### config.mk
export PLATFORM = sky130hd
export DESIGN_NAME = frame_rx10bit
export DESIGN_NICKNAME = d
export VERILOG_FILES = /design/src/rtl/frame_rx10bit.sv
export SDC_FILE = /design/constraint.sdc
export NUM_CORES = 1
export LEC_CHECK = 0
export ABC_AREA = 1
export CORE_ASPECT_RATIO = 1.2
export CORE_UTILIZATION = 25
export DETAILED_ROUTE_END_ITERATION = 10
export PLACE_DENSITY_LB_ADDON = 0.08
export SYNTH_ARGS = -nofsm -noshare
export SYNTH_HDL_FRONTEND = slang
export SYNTH_SLANG_ARGS = --single-unit
### constraint.sdc
create_clock -name clk -period 1.4 [get_ports clk]
set_input_delay 0.28 -clock clk [delete_from_list [all_inputs] [get_ports clk]]
set_output_delay 0.28 -clock clk [all_outputs]
set_load 0.01 [all_outputs]
### src/rtl/frame_rx10bit.sv
// 10-bit serial frame receiver: start bit, 9 data bits + parity bit (LSB first), stop bit.
// Optional parity checking is enabled by defining PARITY_CHECK_EN; the default build reports par_err = 0.
module frame_rx10bit #(
    parameter int CLKS_PER_BIT = 16
) (
    input  logic       clk,
    input  logic       clr,
    input  logic       rx_in,
    output logic [9:0] d_out,
    output logic       valid,
    output logic       par_err,
    output logic       frame_err,
    output logic       busy
);

    localparam int CW = (CLKS_PER_BIT > 1) ? $clog2(CLKS_PER_BIT) : 1;
    localparam logic [CW-1:0] BIT_LAST  = CW'(CLKS_PER_BIT - 1);
    localparam logic [CW-1:0] HALF_LAST = CW'(CLKS_PER_BIT / 2 - 1);

    typedef enum logic [1:0] {
        IDLE,
        START,
        DATA,
        STOP
    } state_t;

    state_t          state;
    state_t          state_next;
    logic            sync1;
    logic            rxs;
    logic [CW-1:0]   cnt;
    logic [3:0]      bit_cnt;
    logic [9:0]      shift_reg;
    logic            hold_low;
    logic            sample_hit;
    logic            shift_en;
    logic            load_frame;
    logic            bad_stop;

    always_ff @(posedge clk) begin
        if (clr) begin
            sync1 <= 1'b1;
            rxs   <= 1'b1;
        end else begin
            sync1 <= rx_in;
            rxs   <= sync1;
        end
    end

    always_ff @(posedge clk) begin
        if (clr) begin
            state <= IDLE;
        end else begin
            state <= state_next;
        end
    end

    // START samples at half a bit period so that DATA and STOP samples land mid-bit.
    always_comb begin
        state_next = state;
        shift_en   = 1'b0;
        load_frame = 1'b0;
        bad_stop   = 1'b0;
        sample_hit = (state == START) ? (cnt == HALF_LAST) : (cnt == BIT_LAST);
        case (state)
            IDLE: begin
                if (!rxs && !hold_low) begin
                    state_next = START;
                end
            end
            START: begin
                if (sample_hit) begin
                    state_next = rxs ? IDLE : DATA;
                end
            end
            DATA: begin
                if (sample_hit) begin
                    shift_en = 1'b1;
                    if (bit_cnt == 4'd9) begin
                        state_next = STOP;
                    end
                end
            end
            STOP: begin
                if (sample_hit) begin
                    load_frame = rxs;
                    bad_stop   = !rxs;
                    state_next = IDLE;
                end
            end
            default: state_next = IDLE;
        endcase
    end

    always_ff @(posedge clk) begin
        if (clr) begin
            cnt     <= '0;
            bit_cnt <= 4'd0;
        end else begin
            if (state == IDLE || sample_hit) begin
                cnt <= '0;
            end else begin
                cnt <= cnt + CW'(1);
            end
            if (state != DATA) begin
                bit_cnt <= 4'd0;
            end else if (shift_en) begin
                bit_cnt <= bit_cnt + 4'd1;
            end
        end
    end

    // After a bad stop bit the line may be held low (break); wait for a high before re-arming.
    always_ff @(posedge clk) begin
        if (clr) begin
            hold_low <= 1'b0;
        end else if (bad_stop) begin
            hold_low <= 1'b1;
        end else if (state == IDLE && rxs) begin
            hold_low <= 1'b0;
        end
    end

    always_ff @(posedge clk) begin
        if (clr) begin
            shift_reg <= 10'h000;
            d_out     <= 10'h000;
            valid     <= 1'b0;
            frame_err <= 1'b0;
        end else begin
            valid     <= load_frame;
            frame_err <= bad_stop;
            if (shift_en) begin
                shift_reg <= {rxs, shift_reg[9:1]};
            end
            if (load_frame) begin
                d_out <= shift_reg;
            end
        end
    end

`ifdef PARITY_CHECK_EN
    always_ff @(posedge clk) begin
        if (clr) begin
            par_err <= 1'b0;
        end else if (load_frame) begin
            par_err <= ^shift_reg;
        end
    end
`else
    assign par_err = 1'b0;
`endif

    assign busy = (state != IDLE);

endmodule

==> flow_summary.ini <==
[critical_path]
crit-reg2reg-launch = cnt[1]
crit_arrival_ns = 1.56
worst-path-max-fanout = 5
critPathKind = reg -> reg
crit_path_end_kind = flip-flop
critical_path_required_ns = 1.58
startpoint_type = flip-flop
critPathLaunch = cnt[1]

[power]
power_density_nw_per_um2 = 1060
intPower_mw = 1.58
seqPwrFrac = 0.506
power_leakage_nw = 0.837
peakVddDrop_v = 0.000525
p_sw_uw = 422
comb_power_share = 0.060
switching_share = 0.211
power_mw = 2.00
p_clk_frac = 0.433

[place]
place_ws_ns = 0.0535
hpwl_um = 1810
dp.cells = 260
io_buffers = 15
gp_congestion = 0.676
placed_area_um2 = 1670

[routing]
wl_per_cell_um = 10.1
wl_um = 2750
antenna_left = 0
drtIter0Drc = 77
vias_per_cell = 4.21
dr.pass1.iters = 4
vias = 1144
post-route-drc-count = 0

[final_layout]
fill_cells = 601
fin_area_um2 = 1890
fin_nets = 216
synthToLayoutAreaGrowth_pct = 33.1
drive_above_1_share = 0.176
final_common_cell = dfxtp_1
n_antenna_cell = 0
layout_common_cells = dfxtp_1, nand2_1, nor2_1
fin_cells = 272

[yosys]
synth.area.top_cells = dfxtp_1, nand2_1, nor2_1
syn_inst = 184
yosysSeqAreaShare = 0.493
syn-num-nets = 190
ys_seq_elements = 35
synth_cell_types = 23
yosys_warnings = 0
yosysTopAreaCell = dfxtp_1
syn_area_per_cell_um2 = 7.72
synth_top_area_share = 0.493
syn_area_um2 = 1420

[clocking]
h-tree-depth = 2
ctsLongestPathBuffers = 2
root_buffer = clkbuf_8
tritoncts = done
numClockSinks = 35
cts_made_buffers = 5
cts.clk_slew.worst_paths_ns = 0.07
clk_latency_ns = 0.28

[global_route]
grt_pass1_vias = 1028
overflow = 0
grt_first_pass_wirelength_um = 4500
grt_use_total = 0.0961
antenna_found_initial = 0
grt_max_degree = 26

[sta]
setup_slack_ns = 0.0182
finClkSkew_ns = 0.00358
maxSlewViolCount = 0
fin_hold_ws_ns = 0.421
finalHoldViolations = 0
post-route-period-util = 0.987
max_freq_ghz = 0.724
rsz0062_at_grt = yes
setup_viol = 0
period_minus_slack_ns = 1.38

[die]
dieHeight_um = 84.6
io-pin-count = 17
die_x_um = 70.8
die_area_um2 = 5990
start_util = 0.264
rows = 29
placeableCoreArea_um2 = 5370

[worst_hold_path]
hold_path_class = reg -> reg
min_from = sync1

[outcome]
status = complete, no violations

[run]
maxCapViolations = 0
==> what timing repair did <==
action                     CTS  global route
setup buffers                0             3
cloned                       0             2
gates resized for setup     13            18
setup endpoints to repair   13            23
hold buffers                 0             0
pin swaps                    0             3
==> power groups by stage <==
stage	clock network, mW	registers [mW]	logic [mW]
floorplan	0	1.03	0.0776
global placement	0	1.03	0.116
detailed placement	0	1.03	0.116
CTS	0.906	1.01	0.112
global route	0.942	1.01	0.138
finish	0.868	1.01	0.120
==> synthesized netlist by cell type <==
library cell  instances
ha_1                  3
xnor2_1               1
a21oi_1              13
inv_2                 3
buf_1                 1
inv_1                21
o22ai_1               1
or2_2                 2
nand4_2               2
conb_1                1
xor2_1                3
nand2_1              36
buf_6                 3
buf_4                 3
dfxtp_1              35
clkbuf_1              1
nor2_4                1
o21ai_1               2
nand4_1               1
o21ai_0              11
nand3_1               8
nor3_1                2
nor2_1               30
==> metrics by stage <==
step                utilization  setup TNS, ns
global route              0.352         -0.549
CTS                       0.328              0
global placement          0.312              0
detailed placement        0.312              0
floorplan                     -              0
finish                    0.352              0
==> final cells by class <==
class / count / area (um2) / area share
flip-flops and latches: 35 / 703 / 0.372
multi-input cells: 117 / 614 / 0.325
repair buffers: 27 / 298 / 0.158
inverters: 24 / 95.1 / 0.0503
well taps: 62 / 77.6 / 0.0410
clock buffers: 6 / 72.6 / 0.0384
clock inverters: 1 / 30.0 / 0.0159
==> logic make-up (layout without fill, tap and decap cells) <==
family | after synthesis | after routing | synth area share
other | 1 | 1 | 0.00264
buffers and inverters | 32 | 58 | 0.108
DFF | 35 | 35 | 0.493
xor gates and xnor gates | 4 | 4 | 0.0247
AOI/OAI and AO/OA | 27 | 27 | 0.0960
adders and majority gates | 3 | 3 | 0.0264
and+or+nand+nor | 82 | 82 | 0.248
==> path summary, 6_finish.rpt <==
kind,endpoint,slack [ns],cells after the start
worst max-delay path,d_out[5],0.02,9
worst min-delay path,rxs,0.42,1
worst max register to register,d_out[5],0.02,9
worst min register to register,rxs,0.42,1
==> worst max-delay path, stage by stage, from the launching register on <==
cell,delay [ns]
dfxtp_2,0.36
ha_4,0.15
nand2_4,0.06
inv_6,0.08
nand4_4,0.08
nor2_4,0.23
clkbuf_16,0.18
nand2_1,0.04
nand2_1,0.05
nor2_1,0.04
==> metal layers <==
metal	up-vias	GRT usage	routed length (um)	part of all wire
met2	14	0.167	1410	0.51
met4	0	0.0491	55	0.020
li1	617	-	-	-
met1	507	0.101	1190	0.43
met5	-	0	0	0
met3	6	0.0360	88	0.032
No activity file was read; power rests on OpenSTA's default activity.
